===== config.mk =====
export PLATFORM = sky130hd
export DESIGN_NAME = shift_add_mul
export DESIGN_NICKNAME = d
export VERILOG_FILES = /design/src/rtl/mul_pkg.sv /design/src/rtl/rca_adder.sv /design/src/rtl/shift_add_mul.sv
export SDC_FILE = /design/constraint.sdc
export NUM_CORES = 1
export LEC_CHECK = 0
export CAP_MARGIN = 30
export CORE_MARGIN = 5
export CORE_UTILIZATION = 25
export DETAILED_ROUTE_END_ITERATION = 8
export SLEW_MARGIN = 15
export SYNTH_ARGS = -nofsm -noshare
export SYNTH_HDL_FRONTEND = slang
export SYNTH_SLANG_ARGS = --single-unit

===== constraint.sdc =====
create_clock -name clk -period 2.2 [get_ports clk]
set_clock_uncertainty 0.15 [all_clocks]
set_input_delay 0.44 -clock clk [delete_from_list [all_inputs] [get_ports clk]]
set_output_delay 0.44 -clock clk [all_outputs]
set_load 0.03 [all_outputs]

===== src/rtl/mul_pkg.sv =====
// Shared types and sizing helpers for the shift-and-add multiplier.
package mul_pkg;

    localparam int WIDTH_DEFAULT = 4;

    typedef enum logic [1:0] {
        IDLE = 2'd0,
        RUN  = 2'd1,
        DONE = 2'd2
    } state_t;

    // Step counter width; kept at least one bit so WIDTH=1 still elaborates.
    function automatic int cnt_width(input int w);
        return (w > 1) ? $clog2(w) : 1;
    endfunction

endpackage


===== src/rtl/rca_adder.sv =====
// Purpose: combinational WIDTH-bit ripple-carry adder built from per-bit full adders.
// Latency: zero cycles, purely combinational.
// Backpressure: none; output follows inputs.
module rca_adder #(
    parameter int WIDTH = 4
) (
    input  logic [WIDTH-1:0] a,
    input  logic [WIDTH-1:0] b,
    input  logic             c_in,
    output logic [WIDTH-1:0] s,
    output logic             c_out
);

    logic [WIDTH:0] c;

    assign c[0] = c_in;

    for (genvar i = 0; i < WIDTH; i++) begin : g_fa
        assign s[i]   = a[i] ^ b[i] ^ c[i];
        assign c[i+1] = (a[i] & b[i]) | (c[i] & (a[i] ^ b[i]));
    end

    assign c_out = c[WIDTH];

endmodule


===== src/rtl/shift_add_mul.sv =====
// Purpose: sequential unsigned shift-and-add multiplier reusing one ripple-carry adder (ZERO_SKIP_EN: zero operands skip RUN).
// Latency: start accepted at edge k, busy k+1..k+WIDTH, done pulse at k+WIDTH+1 (k+1 with zero skip).
// Backpressure: start is sampled only in IDLE; requests during RUN/DONE are dropped, caller re-asserts.
module shift_add_mul
    import mul_pkg::*;
#(
    parameter int WIDTH = WIDTH_DEFAULT
) (
    input  logic               clk,
    input  logic               rst_n,
    input  logic               start,
    input  logic [WIDTH-1:0]   a,
    input  logic [WIDTH-1:0]   b,
    output logic               busy,
    output logic               done,
    output logic [2*WIDTH-1:0] product
);

    localparam int CNT_W = cnt_width(WIDTH);

    state_t             state;
    logic [WIDTH-1:0]   m_reg;
    logic [WIDTH-1:0]   a_reg;
    logic [WIDTH-1:0]   q_reg;
    logic [CNT_W-1:0]   cnt;
    logic [WIDTH-1:0]   addend;
    logic [WIDTH-1:0]   sum;
    logic               carry;
    logic               skip;

    assign addend = q_reg[0] ? m_reg : '0;

    rca_adder #(.WIDTH(WIDTH)) u_rca_adder (
        .a     (a_reg),
        .b     (addend),
        .c_in  (1'b0),
        .s     (sum),
        .c_out (carry)
    );

`ifdef ZERO_SKIP_EN
    assign skip = (a == '0) || (b == '0);
`else
    assign skip = 1'b0;
`endif

    always_ff @(posedge clk) begin
        if (!rst_n) begin
            state   <= IDLE;
            busy    <= 1'b0;
            done    <= 1'b0;
            product <= '0;
            m_reg   <= '0;
            a_reg   <= '0;
            q_reg   <= '0;
            cnt     <= '0;
        end else begin
            case (state)
                IDLE: begin
                    if (start) begin
                        m_reg <= a;
                        q_reg <= b;
                        a_reg <= '0;
                        cnt   <= '0;
                        if (skip) begin
                            state   <= DONE;
                            done    <= 1'b1;
                            product <= '0;
                        end else begin
                            state <= RUN;
                            busy  <= 1'b1;
                        end
                    end
                end
                RUN: begin
                    // Carry-out becomes the new MSB of A, so the partial product never overflows.
                    a_reg <= {carry, sum[WIDTH-1:1]};
                    q_reg <= {sum[0], q_reg[WIDTH-1:1]};
                    cnt   <= cnt + 1'b1;
                    if (cnt == CNT_W'(WIDTH - 1)) begin
                        state   <= DONE;
                        busy    <= 1'b0;
                        done    <= 1'b1;
                        product <= {carry, sum, q_reg[WIDTH-1:1]};
                    end
                end
                DONE: begin
                    done  <= 1'b0;
                    state <= IDLE;
                end
                default: begin
                    state <= IDLE;
                    busy  <= 1'b0;
                    done  <= 1'b0;
                end
            endcase
        end
    end

endmodule


==> metrics.yaml <==
status:
  outcome: "finished with violations"
  failed_checks: "negative setup slack"
drt:
  dr_total_vias: 846
  wl_met1_mm: 1.16
  drtPass1Iterations: 4
  ant_nets: 0
  vias_per_cell: 4.36
  dr_wl_met3_um: 115
  drt_iter0_markers: 45
  drc: 0
  drt_wl_total_mm: 2.32
  wl_met2_mm: 1.04
  top_layer_used: "met4"
  avgRoutedWirePerCell_um: 12.0
global_routing:
  track_usage_pct: 8.01
  grt_max_degree: 15
  grt_pass1_wl_mm: 3.93
  grt_pass1_vias: 864
  globalRouteOverflowTotal: 0
  antenna_found_initial: 0
sta:
  slew_violations: 0
  fin_ws_ns: -0.0506
  rsz0062_at_grt: "true"
  hold_slack_ns: 0.322
  min_period_ns: 2.25
  fmaxAchievable_ghz: 0.444
  slew_headroom_pct: 69.2
  final.setup.tns_ns: -0.0743
  tightest_slew_ns: 0.462
  setup_viol: 2
  finalHoldViolCount: 0
  post-route-period-util_pct: 102
cts:
  clockRootBuffer: "clkbuf_8"
  clk_latency_ns: 0.27
  numClockSinks: 26
  cts_buffers: 3
  clkSlewWorstSetupHoldPaths_ns: 0.09
  cts_max_level: 1
  cts_tree: "built"
  cts.path.max_buffers: 2
min_path:
  min_path_type: "reg -> reg"
  min_path_cells: 2
run:
  cap_violations: 0
synthesis:
  synth_ff_type: "dfxtp_1"
  netlist_instances: 119
  synth_cell_types: 26
  async_flop_share_pct: 0
  ys_seq_area_share_pct: 45.8
  synth_nets: 135
  synth.area.top_cells: "dfxtp_1 (46%), a21boi_0 (7.9%), nand2_1 (7.9%), fa_1 (5.3%), and2_1 (3.3%)"
  yosys.area.top_type: "dfxtp_1"
  ys_seq_elements: 26
  synth_area_sq_um: 1140
  yosysWarnings: 0
  syn_area_per_cell_sq_um: 9.56
  synth_edf_count: 0
  synth_top_area_share_pct: 45.8
floorplanning:
  pin_count: 21
  start_util_pct: 25.9
  core_sq_um: 4380
  rows: 24
  die_area_sq_um: 6000
  die_h_um: 77.5
  die_w_um: 77.5
critical_path:
  cp-start-kind: "flop"
  path_class: "reg -> reg"
  reg2reg_depth: 8
  worstPathArrival_ns: 2.32
  cp_data_required_time_ns: 2.27
  cp-end-kind: "flop"
  crit_path_max_fanout: 2
finish:
  seqCellArea_sq_um: 523
  nets: 159
  largest_reg_flops: 8
  drive_gt1_share_pct: 12.7
  multi_input_area_sq_um: 577
  nFillCells: 444
  fin_util_pct: 33.8
  largest_register: "product"
  area_growth_pct: 30.5
  antennaDiodeCount: 0
placement:
  dp_hpwl_mm: 1.78
  place_congestion: 0.760
  port_buffers: 20
pwr:
  cellLeakagePower_nw: 0.549
  vdd_drop_max_mv: 0.213
  p_per_area_nw_per_um2: 603
cell usage after synthesis, types with 2 or more instances:
cell       instances
o2bb2ai_1          2
nor3b_1            2
inv_1              7
ha_1               2
mux2i_1            2
fa_1               3
nand2_1           24
and2_1             6
o211a_1            2
buf_6              2
o221ai_1           4
dfxtp_1           26
clkbuf_1           2
nor2b_1            6
a21oi_1            4
a22oi_1            3
a21boi_0          12
nand2b_1           2
what timing repair did:
action | CTS | global route
resized for setup | 6 | 2
hold buffers | 0 | 0
endpoints found under the setup margin | 2 | 2
cloned | 0 | 0
setup buffers | 0 | 0
pin swaps | 3 | 2
final cells by class:
class                           count  area share, %
Inverter                            7           1.77
Sequential cell                    26           35.2
Timing Repair Buffer               25           16.0
Clock buffer                        4           3.71
Tap cell                           52           4.38
Multi-Input combinational cell     80           38.9
worst max-delay path, cell delays in order, from the launching register on:
cell and delay (ns):
dfxtp_2 0.33, and2_4 0.16, ha_4 0.15, fa_2 0.35, fa_2 0.34, inv_2 0.06, fa_1 0.43, o2bb2ai_2 0.12
and2_1 0.12
through the flow:
step	total power [mW]	cells	setup slack, ns	instance area [sq um]
after floorplan	0.562	119	-0.0230	1140
after global placement	0.601	190	-0.0451	1400
after detailed placement	0.604	190	-0.0947	1400
after CTS	0.910	194	-0.0931	1480
after global routing	0.947	194	-0.121	1480
final	0.895	194	-0.0506	1480
layout by cell type (no fill, tap or decap):
cell type,n
nand3b_1,1
a21boi_0,12
o2bb2ai_1,1
dfxtp_1,24
inv_1,6
buf_4,5
or3b_1,1
a21oi_1,4
inv_2,1
fa_2,2
a22oi_1,3
dfxtp_2,2
and2_4,1
o2bb2ai_2,1
o221ai_1,4
nand2b_1,2
ha_4,1
and3b_1,1
nor3b_1,2
o21bai_2,1
clkdlybuf4s50_1,20
and2_1,5
nor2b_1,6
o21bai_1,1
nor2_1,1
o211a_1,2
nand2_1,24
ha_1,1
fa_1,1
clkbuf_8,4
mux2i_1,2
report_power, final:
part | switching [mW] | total (mW) | internal, mW
clock network | 0.141 | 0.301 | 0.160
registers | 0.0136 | 0.501 | 0.487
logic | 0.0427 | 0.0933 | 0.0507
total | 0.198 | 0.895 | 0.698
cells by family after synthesis:
family                   count (synthesis)  share of synthesized area (%)
adder cells (fa/ha/maj)                  5                           7.48
AND/OR/NAND/NOR                         44                           19.5
AO/OA/AOI/OAI                           29                           19.7
flip-flops                              26                           45.8
multiplexers                             2                           1.76
buffers and inverters                   13                           5.83
per-layer routing:
metal  vias to the layer above  GRT usage (%)
li1                        444              -
met1                       380           10.4
met2                        20           12.4
met3                         2           2.89
met4                         0           2.58
met5                         -              0
final timing paths:
check                start  endpoint  slack (ns)
setup / recovery  m_reg[0]  a_reg[2]       -0.05
hold / removal    m_reg[3]  m_reg[3]        0.32
setup reg to reg  m_reg[0]  a_reg[2]       -0.05
hold reg to reg   m_reg[3]  m_reg[3]        0.32
Note: power is estimated with default switching activity, not from simulation.
